--- src/rtl/mem_arb_pkg.sv ---
// Shared constants for the data-memory/MMIO arbiter: FSM encodings and the slave address map.
package mem_arb_pkg;

    localparam logic [1:0] ST_IDLE = 2'd0;
    localparam logic [1:0] ST_BUSY = 2'd1;
    localparam logic [1:0] ST_RESP = 2'd2;

    localparam logic [31:0] DMEM_BASE = 32'h0000_0000;
    localparam logic [31:0] DMEM_SIZE = 32'h0000_1000;
    localparam logic [31:0] UART_ADDR = 32'h4000_0000;

endpackage

--- src/rtl/mem_arbiter_rr_picker.sv ---
// Combinational round-robin picker: first requesting index after ptr, wrapping at N_MASTERS.
module rr_picker #(
    parameter int N_MASTERS = 2,
    parameter int IDX_W     = 1
) (
    input  logic [N_MASTERS-1:0] req,
    input  logic [IDX_W-1:0]     ptr,
    output logic                 gnt_valid,
    output logic [IDX_W-1:0]     gnt_idx
);

    // NOTE: every output gets a default before the loops so no latch is inferred.
    // Two descending passes: lowest index at or below ptr (wrap case), then lowest above ptr overrides.
    always_comb begin
        gnt_valid = 1'b0;
        gnt_idx   = '0;
        for (int i = N_MASTERS - 1; i >= 0; i--) begin
            if (req[i] && (IDX_W'(i) <= ptr)) begin
                gnt_valid = 1'b1;
                gnt_idx   = IDX_W'(i);
            end
        end
        for (int i = N_MASTERS - 1; i >= 0; i--) begin
            if (req[i] && (IDX_W'(i) > ptr)) begin
                gnt_valid = 1'b1;
                gnt_idx   = IDX_W'(i);
            end
        end
    end

endmodule

--- src/rtl/mem_arbiter.sv ---
// Round-robin arbiter sharing one DMEM/UART slave port between N load/store units.
// Optional bus-lock re-grant for atomic sequences is enabled by defining MEM_ARB_LOCK_EN.
module mem_arbiter
    import mem_arb_pkg::*;
#(
    parameter int N_MASTERS = 2,
    parameter int IDX_W     = 1
) (
    input  logic                      clk,
    input  logic                      rst,
    input  logic [N_MASTERS-1:0]      m_req,
    input  logic [N_MASTERS-1:0]      m_we,
    input  logic [32*N_MASTERS-1:0]   m_addr,
    input  logic [32*N_MASTERS-1:0]   m_wdata,
    input  logic [N_MASTERS-1:0]      m_lock,
    output logic [N_MASTERS-1:0]      m_ack,
    output logic [31:0]               m_rdata,
    output logic                      s_req,
    output logic                      s_we,
    output logic [31:0]               s_addr,
    output logic [31:0]               s_wdata,
    input  logic [31:0]               s_rdata,
    input  logic                      s_ready
);

    logic [1:0]       r_state;
    logic [IDX_W-1:0] r_owner;
    logic [IDX_W-1:0] r_ptr;
    logic             r_s_req;
    logic             r_s_we;
    logic [31:0]      r_s_addr;
    logic [31:0]      r_s_wdata;
    logic [31:0]      r_m_rdata;

    logic             w_pick_valid;
    logic [IDX_W-1:0] w_pick_idx;
    logic             w_win_valid;
    logic [IDX_W-1:0] w_win_idx;
    logic             w_sel_we;
    logic [31:0]      w_sel_addr;
    logic [31:0]      w_sel_wdata;

    rr_picker #(
        .N_MASTERS (N_MASTERS),
        .IDX_W     (IDX_W)
    ) u_picker (
        .req       (m_req),
        .ptr       (r_ptr),
        .gnt_valid (w_pick_valid),
        .gnt_idx   (w_pick_idx)
    );

`ifdef MEM_ARB_LOCK_EN
    logic r_lock_hold;
    logic w_owner_req;
    logic w_owner_lock;

    always_comb begin
        w_owner_req  = 1'b0;
        w_owner_lock = 1'b0;
        for (int i = 0; i < N_MASTERS; i++) begin
            if (r_owner == IDX_W'(i)) begin
                w_owner_req  = m_req[i];
                w_owner_lock = m_lock[i];
            end
        end
    end

    // Lock is sampled in RESP and consumed by the very next IDLE cycle.
    always_ff @(posedge clk) begin
        if (rst) begin
            r_lock_hold <= 1'b0;
        end else if (r_state == ST_RESP) begin
            r_lock_hold <= w_owner_lock;
        end else if (r_state == ST_IDLE) begin
            r_lock_hold <= 1'b0;
        end
    end

    assign w_win_valid = (r_lock_hold && w_owner_req) || w_pick_valid;
    assign w_win_idx   = (r_lock_hold && w_owner_req) ? r_owner : w_pick_idx;
`else
    logic w_unused_lock;
    assign w_unused_lock = ^m_lock;
    assign w_win_valid   = w_pick_valid;
    assign w_win_idx     = w_pick_idx;
`endif

    always_comb begin
        w_sel_we    = 1'b0;
        w_sel_addr  = '0;
        w_sel_wdata = '0;
        for (int i = 0; i < N_MASTERS; i++) begin
            if (w_win_idx == IDX_W'(i)) begin
                w_sel_we    = m_we[i];
                w_sel_addr  = m_addr[32*i +: 32];
                w_sel_wdata = m_wdata[32*i +: 32];
            end
        end
    end

    // NOTE: sequential state uses non-blocking assignments so every register samples pre-edge values.
    always_ff @(posedge clk) begin
        if (rst) begin
            r_state   <= ST_IDLE;
            r_owner   <= '0;
            r_ptr     <= IDX_W'(N_MASTERS - 1);
            r_s_req   <= 1'b0;
            r_s_we    <= 1'b0;
            r_s_addr  <= '0;
            r_s_wdata <= '0;
            r_m_rdata <= '0;
        end else begin
            case (r_state)
                ST_IDLE: begin
                    if (w_win_valid) begin
                        r_owner   <= w_win_idx;
                        r_s_we    <= w_sel_we;
                        r_s_addr  <= w_sel_addr;
                        r_s_wdata <= w_sel_wdata;
                        r_s_req   <= 1'b1;
                        r_state   <= ST_BUSY;
                    end
                end
                ST_BUSY: begin
                    if (s_ready) begin
                        r_m_rdata <= s_rdata;
                        r_s_req   <= 1'b0;
                        r_state   <= ST_RESP;
                    end
                end
                ST_RESP: begin
                    r_ptr   <= r_owner;
                    r_state <= ST_IDLE;
                end
                default: r_state <= ST_IDLE;
            endcase
        end
    end

    always_comb begin
        m_ack = '0;
        for (int i = 0; i < N_MASTERS; i++) begin
            m_ack[i] = (r_state == ST_RESP) && (r_owner == IDX_W'(i));
        end
    end

    assign m_rdata = r_m_rdata;
    assign s_req   = r_s_req;
    assign s_we    = r_s_we;
    assign s_addr  = r_s_addr;
    assign s_wdata = r_s_wdata;

endmodule

--- config.mk ---
export PLATFORM = sky130hd
export DESIGN_NAME = mem_arbiter
export DESIGN_NICKNAME = d
export VERILOG_FILES = /design/src/rtl/mem_arb_pkg.sv /design/src/rtl/mem_arbiter_rr_picker.sv /design/src/rtl/mem_arbiter.sv
export SDC_FILE = /design/constraint.sdc
export NUM_CORES = 1
export LEC_CHECK = 0
export ABC_AREA = 1
export BUFFER_PORTS_ARGS = -buffer_cell sky130_fd_sc_hd__buf_2
export CORE_ASPECT_RATIO = 1.75
export CORE_MARGIN = 5
export CORE_UTILIZATION = 46
export CTS_CLUSTER_SIZE = 24
export DETAILED_ROUTE_END_ITERATION = 10
export MAX_ROUTING_LAYER = met4
export PLACE_DENSITY = 0.81
export REMOVE_ABC_BUFFERS = 1
export SKIP_LAST_GASP = 1
export SLEW_MARGIN = 20
export SYNTH_ARGS = -nofsm -noshare
export SYNTH_HDL_FRONTEND = slang
export SYNTH_SLANG_ARGS = --single-unit
--- constraint.sdc ---
create_clock -name clk -period 1.6 [get_ports clk]
set_input_delay 0.32 -clock clk [delete_from_list [all_inputs] [get_ports clk]]
set_output_delay 0.32 -clock clk [all_outputs]
set_load 0.02 [all_outputs]
; After elaboration in Yosys (flattened, before gate mapping)
; Cells that the tools add are included.
[classes]
add_sub_neg = 0
n_mul = 0
n_div = 0
order_cmp = 4
n_eq_ne = 4
n_shift = 0
muxes = 16
n_bitwise = 1
reduce_logical = 12
[op_table]
columns = op, n
row1 = 32-bit two-way mux, 2
row2 = 1-bit two-way mux, 10
row3 = 1-bit logical AND, 6
row4 = 2-bit AND reduction, 3
row5 = 2-bit two-way mux, 2
row6 = 2-bit one-hot mux with 2 select lines, 1
row7 = 3-bit AND reduction, 1
row8 = "2-bit by 1-bit == test with 1-bit output, second input constant", 1
row9 = "2-bit == test, second input constant", 1
row10 = "1-bit > comparator, first input constant", 2
row11 = "1-bit <= comparator, first input constant", 2
row12 = 2-bit logical NOT, 1
row13 = "2-bit by 1-bit != test with 1-bit output, second input constant", 1
row14 = "2-bit != test, second input constant", 1
row15 = 1-bit one-hot mux with 2 select lines, 1
row16 = 2-bit nonzero test, 1
row17 = 1-bit NOT, 1
[totals]
register_bits = 102
latchBits = 0
ramBits = 0
romBits = 0
inputBits = 169
out_inout_bits = 100
wordCells = 45
mem_count = 0

; Depth between registers and ports, before layout
; Gate-level depths: netlist of the first run.
[depth]
depth_word = 8
ltp_mapped = 9
ltp_nobuf = 6

; Cells and area by module
; From an unflattened synthesis of the first run, not the netlist that was laid out.
[unflattened]
hier_cells = 852
area_unflattened_um2 = 4961.0
[modules_own_cells]
columns = mod, n_inst, cells_per_inst, area_per_inst_um2, seq_area_each_um2
row1 = mem_arbiter, 1, 849, 4946.0, 2042.0
row2 = rr_picker, 1, 3, 15.0, 0.0

; Worst setup path before layout of the first run
; Ideal clock, no wire load.
[synth_timing]
path_type = reg-to-reg
startpoint = register r_state[0]
endpoint = register r_s_addr[10], in the netlist s_addr[10]
setup_time_ns = 0.111
arrival_ns = 1.069
required_time_ns = 1.489
setup_slack_ns = 0.420
stages_incl_launch_ff = 10
n_path_buf = 3
period_less_slack_ns = 1.180
path_cell_list = dfxtp_1 > buf_6 > inv_2 > nand2_1 > nor2_2 > buf_4 > buf_6 > nand2_1 > nor2_1 > nor2_1
[synth_via]
elab_chain_len = 2
[synth_rtl]
columns = item, line
row1 = from (decl), mem_arbiter.sv:26  ; logic [1:0] r_state;
row2 = from (signal assigned), mem_arbiter.sv:105  ; r_state <= ST_IDLE;
row3 = from (signal assigned), mem_arbiter.sv:122  ; r_state <= ST_BUSY;
row4 = from (signal assigned), mem_arbiter.sv:129  ; r_state <= ST_RESP;
row5 = 2-bit logical NOT, mem_arbiter.sv:114  ; case (r_state)
row6 = 2-bit AND reduction (no line), n/a
row7 = to (signal assigned), mem_arbiter.sv:119  ; r_s_addr <= w_sel_addr;
row8 = to (decl), mem_arbiter.sv:31  ; logic [31:0] r_s_addr;
; No other way between the ends.
; A chain may end at the register's enable or synchronous reset.

; Worst setup path in the final report of the first run
[layout_timing]
startpoint = register r_state[0]
endpoint = output m_ack[1]
[layout_via]
elab_chain_len = 2
[layout_rtl]
columns = item, line
row1 = 2-bit == test, mem_arbiter.sv:144  ; m_ack[i] = (r_state == ST_RESP) && (r_owner == IDX_W'(i));
row2 = 1-bit logical AND, mem_arbiter.sv:144
row3 = to (decl), mem_arbiter.sv:16  ; output logic [N_MASTERS-1:0] m_ack,
; No other way between the ends.

==> results of run 1 <==
[report_power, final]
part | total [mW] | switching (mW) | internal [mW]
logic | 1.82 | 1.13 | 0.688
clock network | 2.34 | 0.932 | 1.41
registers | 2.89 | 0.116 | 2.78
total | 7.06 | 2.18 | 4.88
[worst min-delay path by stage]
stage | startpoint | end | slack, ps
4_1_cts | rst | r_state[0] | 210
3_5_place_dp | m_rdata[21] | m_rdata[21] | 450
2_1_floorplan | rst | m_rdata[0] | 390
5_1_grt | rst | r_state[1] | 240
3_3_place_gp | m_rdata[26] | m_rdata[26] | 440
6_report | rst | r_state[0] | 230
[worst reg2reg max path, cell delays in order (launching register included)]
cell and delay [ps]:
dfxtp_1 340, inv_2 100, nand2_1 100, nor2_4 170, buf_4 260, nand2_1 80
nor2_1 120, nor2_1 50
[area by class of cell]
type | instances | area (um^2)
multi-input cells | 572 | 2310
clock buffers | 10 | 239
inverters | 134 | 503
repair buffers | 280 | 1550
diodes | 1 | 2.50
fillers | 1075 | 4150
clock inverters | 5 | 82.6
flip-flops and latches | 102 | 2040
well taps | 132 | 165
[synth_stat cells]
library cell,n,area share
buf_6,7,0.015
buf_2,24,0.023
nand3b_1,1,0.0015
clkbuf_1,16,0.012
a21oi_1,35,0.034
o21bai_1,1,0.0015
nor2_1,200,0.15
nand2_1,298,0.22
o21ai_2,1,0.0017
nor2_2,1,0.0012
dfxtp_1,102,0.40
inv_2,2,0.0015
buf_4,6,0.0088
nand3_1,3,0.0029
nand4_1,32,0.039
inv_1,132,0.096
[through the flow]
stage	area (um^2)	total power, mW
2_1_floorplan	4830	4.03
3_3_place_gp	6570	4.75
3_5_place_dp	6570	4.78
4_1_cts	6890	7.14
5_1_grt	6890	7.46
6_report	6890	7.06
[registers in the layout, summed over array words and instances, names as in the netlist]
signal	count
r_owner	1
s_wdata	32
m_rdata	32
r_state	2
s_addr	32
s_req	1
s_we	1
r_ptr	1
[routing by layer]
metal,share of wire,track usage,vias up
met5,0,-,-
met4,0.037,0.107,0
met3,0.058,0.0412,42
met2,0.52,0.376,192
met1,0.38,0.223,2388
li1,-,-,2997
[cells by family (layout without fill, tap and decap cells)]
logic type      count (synthesis)  after routing
compound gates                 37             37
buf+inv                       187            429
flops                         102            102
other cells                     0              1
simple gates                  535            535
==> metrics.csv, run 1 <==
metric;value;unit
cts.repair.resized;0;
synth_sequential_area_ratio;0.397;
detail_route.wl_per_cell;12.0;um
clkLatencyLatePin;340;ps
wire_length_of_the_first_global_routing_pass;23.1;mm
post_synth_inst_count;861;
end_kind;output port;
hpwl;11.2;mm
cap_violations;0;
area_enclosed_by_the_die_boundary;13500;um^2
core_footprint;11000;um^2
drc;0;
startpoint;r_state[0];
number_of_distinct_standard_cells_referenced_by_the_synthesized_netlist;16;
x_dimension_of_the_die;89.9;um
clock_transition_time_at_the_flip_flop_clock_pins_of_the_worst_setup_and_hold_paths;60;ps
p_per_area;1020;nW/um^2
required_worst_endpoint;1280;ps
muxShareOfSynthArea;0;
count_of_cells_along_the_worst_hold_path;2;
final_count_of_pins_violating_max_slew;0;
floorplan.die.height;150;um
cp_max_fo;6;
route.antenna.remaining_nets;0;
worstReg2RegEnd;s_wdata[12];
hp-class;in2reg;
critical_path.startpoint_type;flip-flop;
max_stage_delay;440;ps
count_of_hold_fix_buffers_inserted_at_cts;0;
finalCoreUtilization;0.624;
reg2reg_setup_slack;280;ps
grt_start_max_net_pins;67;
final-setup-viol-count;0;
final_critical_path_time_including_i_o_delays_and_setup;1480;ps
layout.cells.most_common;nand2_1;
cts_root_buf;clkbuf_16;
grt_overflow;0;
p_leak;4.13;nW
worst_slew_margin_rel;0.772;
run_status;finished, final reports clean;
tritoncts.num_buffers;9;
max_freq;678;MHz
peakVddDrop;0.000945;V
worst_pin_slew;342;ps
drive_gt1_frac;0.273;
drtPass1Iterations;4;
via_count_of_the_first_global_routing_pass;5046;
detail_route.vias_per_cell;4.55;
fin_skew;6.38;ps
ctsLongestPathBuffers;2;
critical_path.slowest_cell;dfxtp_1;
post_synth_fa_ha_maj_area_fraction;0;
crit_path_end;m_ack[1];
place.detailed.instances;1220;
layout_cells_excl_fill;1236;
r2r_start;r_state[1];
h-tree-depth;3;
finalWorstSetupSlack;124;ps
number_of_standard_cell_rows_in_the_floorplan;51;
timing.critical_path.max_delay_family;flip-flops;
setup.worst_path.class;reg2out;
yosys_register_bits;102;
cp_num_cells;4;
initial_core_util;0.465;
globalRouteTotalUtil;0.212;
synth_compound_area_frac;0.0373;
period_share;0.922;
syn_area_per_cell;5.97;um^2
fin_tns_setup;0;ps
r2r_cells;7;
port_bufs;266;
cts_sinks;102;
routability_cong;0.840;
cts_setup_buffers;0;
first_iter_violations;234;
timing.hold.ws;227;ps
drt-total-wl;14.9;mm
synth-xor-area-share;0;
path_cells;inv_2 -> nand3_1 -> inv_1 -> buf_2;
grt_setup_unrepaired;false;
num_io_pins;269;
clock_tree_from_tritoncts;yes;
worst-endpoint-arrival;1160;ps
area_delta_synth_final;34.1;%
mappedNetlistArea;5140;um^2
warning_count_from_the_yosys_run;0;
final_net_count;1268;
detailedPlace.worstSlack;199;ps
layout_common_cells;nand2_1 (297), buf_2 (266), nor2_1 (200), inv_1 (131), dfxtp_1 (102);
antenna_found_initial;1;
num_vias;5619;
timing.final.hold_violations;0;
worst-path-buf-inv;3;
main_combinational_cell_family_by_area_after_synthesis;simple AND/OR/NAND/NOR gates;
synth_simple_gate_area_share;0.408;
(Power assumes the default switching activity.)
==> run 2: changes to the inputs <==
--- a/config.mk
+++ b/config.mk
@@ -5,11 +5,10 @@
 export SDC_FILE = /design/constraint.sdc
 export NUM_CORES = 1
 export LEC_CHECK = 0
-export ABC_AREA = 1
 export BUFFER_PORTS_ARGS = -buffer_cell sky130_fd_sc_hd__buf_2
 export CORE_ASPECT_RATIO = 1.75
 export CORE_MARGIN = 5
-export CORE_UTILIZATION = 46
+export CORE_UTILIZATION = 44
 export CTS_CLUSTER_SIZE = 24
 export DETAILED_ROUTE_END_ITERATION = 10
 export MAX_ROUTING_LAYER = met4
==> metrics.csv, run 2 <==
metric;value;unit
run_status;finished, final reports clean;
syn_area_per_cell;8.50;um^2
x_dimension_of_the_die;86.7;um
final_count_of_pins_violating_max_slew;0;
max_freq;655;MHz
floorplan.die.height;144;um
yosys_register_bits;102;
final_net_count;942;
timing.final.hold_violations;0;
cap_violations;0;
num_io_pins;269;
detail_route.vias_per_cell;5.35;
routability_cong;0.854;
final-setup-viol-count;0;
end_kind;output port;
hpwl;11.1;mm
port_bufs;266;
final_critical_path_time_including_i_o_delays_and_setup;1530;ps
clock_power_share;0.303;
reg2reg_setup_slack;210;ps
cts_root_buf;clkbuf_16;
globalRouteTotalUtil;0.226;
period_share;0.955;
net-switching-power;2.08;mW
critical_path.startpoint_type;flip-flop;
hp-class;in2reg;
detail_route.wl_per_cell;16.1;um
via_count_of_the_first_global_routing_pass;4746;
warning_count_from_the_yosys_run;0;
synth.cells.most_frequent;nand2_1 (196), dfxtp_1 (102), a21oi_1 (100);
cp_max_fo;5;
worst_slew_margin_rel;0.788;
synth_top_area_share;0.451;
tritoncts.num_buffers;9;
peakVddDrop;0.000524;V
num_vias;4838;
area_enclosed_by_the_die_boundary;12500;um^2
p_per_area;1060;nW/um^2
grt_setup_unrepaired;true;
synth_sequential_area_ratio;0.451;
setup.worst_path.class;reg2out;
layout.cells.most_common;buf_2;
worst-endpoint-arrival;1210;ps
cts_sinks;102;
drtPass1Iterations;5;
place.detailed.instances;889;
finalCoreUtilization;0.615;
placedInstanceArea;5980;um^2
cts_setup_buffers;0;
power_frac_comb;0.257;
finish.instance_area;6250;um^2
synth-edff-count;0;
worst_pin_slew;318;ps
antenna_found_initial;0;
synth.most_common_cell;nand2_1;
wire_length_of_the_first_global_routing_pass;22.1;mm
route.antenna.remaining_nets;0;
mappedNetlistArea;4530;um^2
core_footprint;10200;um^2
drive_gt1_frac;0.454;
layout_cells_excl_fill;904;
seq_power_share;0.439;
h-tree-depth;3;
synth.area.top_cells;dfxtp_1 (45%), a311oi_2 (17%), nand2_1 (16%);
ctsLongestPathBuffers;2;
number_of_standard_cell_rows_in_the_floorplan;49;
p_leak;2.89;nW
required_worst_endpoint;1280;ps
postSynth.asyncResetShare;0;
cts.repair.resized;0;
drc;0;
layout_common_cells;buf_2 (264), nand2_1 (196), dfxtp_1 (102), a21oi_1 (100), a311oi_2 (50);
clkLatencyLatePin;330;ps
clock_tree_from_tritoncts;yes;
synth.largest_area_cell;dfxtp_1;
clock_transition_time_at_the_flip_flop_clock_pins_of_the_worst_setup_and_hold_paths;70;ps
grt_overflow;0;
initial_core_util;0.445;
switching_share;0.314;
area_delta_synth_final;38.1;%
number_of_distinct_standard_cells_referenced_by_the_synthesized_netlist;23;
fin_skew;7.80;ps
count_of_hold_fix_buffers_inserted_at_cts;0;
drt-total-wl;14.5;mm
synthFlopType;dfxtp_1;
timing.hold.ws;223;ps
diodes;0;
first_iter_violations;216;
internal_power;4.54;mW
post_synth_inst_count;533;
grt_start_max_net_pins;47;
run 2: changes by cell type after synthesis, sizes merged, moves of 2 or more:
cell / previous run / this run
a21oi: 35 / 100
a311oi: 0 / 65
buf: 37 / 21
clkbuf: 16 / 33
inv: 134 / 1
nand2: 298 / 196
nand3: 3 / 1
nand4: 32 / 0
nor2: 201 / 4
run 2: logic make-up (layout without fill, tap and decap cells):
logic type / count (synthesis) / count (layout) / synth area share
compound gates: 169 / 169 / 0.313
buf+inv: 55 / 299 / 0.0594
flops: 102 / 102 / 0.451
simple gates: 207 / 207 / 0.177
run 2: layer usage:
layer  wire length, um  share of wire  global-route usage
met1              5420           0.37               0.251
met2              7510           0.52               0.394
met3              1150          0.079              0.0382
met4               450          0.031              0.0969
met5                 0              0                   -
run 2: per-stage QoR:
stage	TNS [ps]	setup slack [ps]	total power, mW
2_1_floorplan	-162970	-2480	3.92
3_3_place_gp	0	133	4.61
3_5_place_dp	0	70.8	4.68
4_1_cts	0	56.0	6.68
5_1_grt	-11.5	-11.5	6.93
6_report	0	72.6	6.62
run 2: cell type report:
cell class                 count  area [um^2]
timing repair buffer         283         1540
fill                         894         3920
tap                          127          159
sequential                   102         2040
clock inverter                 5         35.0
inverter                       1         3.75
multi-input combinational    376         2240
clock buffer                  10          239
run 2: worst max-delay path: stages (launching register included):
cell and delay, ps:
dfxtp_1 350, nand2b_1 190, nor2_1 150, buf_2 190
run 2: power groups by stage:
stage | clock [mW] | combinational, mW | sequential [mW]
finish | 2.01 | 1.70 | 2.91
CTS | 2.06 | 1.72 | 2.91
global placement | 0 | 1.66 | 2.95
global route | 2.16 | 1.84 | 2.93
detailed placement | 0 | 1.72 | 2.96
floorplan | 0 | 0.687 | 3.23
run 2: worst paths after layout:
kind / startpoint / end / cells past startpoint
max: r_state[0] / m_ack[0] / 3
min: s_rdata[10] / m_rdata[10] / 3
max reg2reg: r_ptr / s_addr[0] / 4
min reg2reg: m_rdata[31] / m_rdata[31] / 2
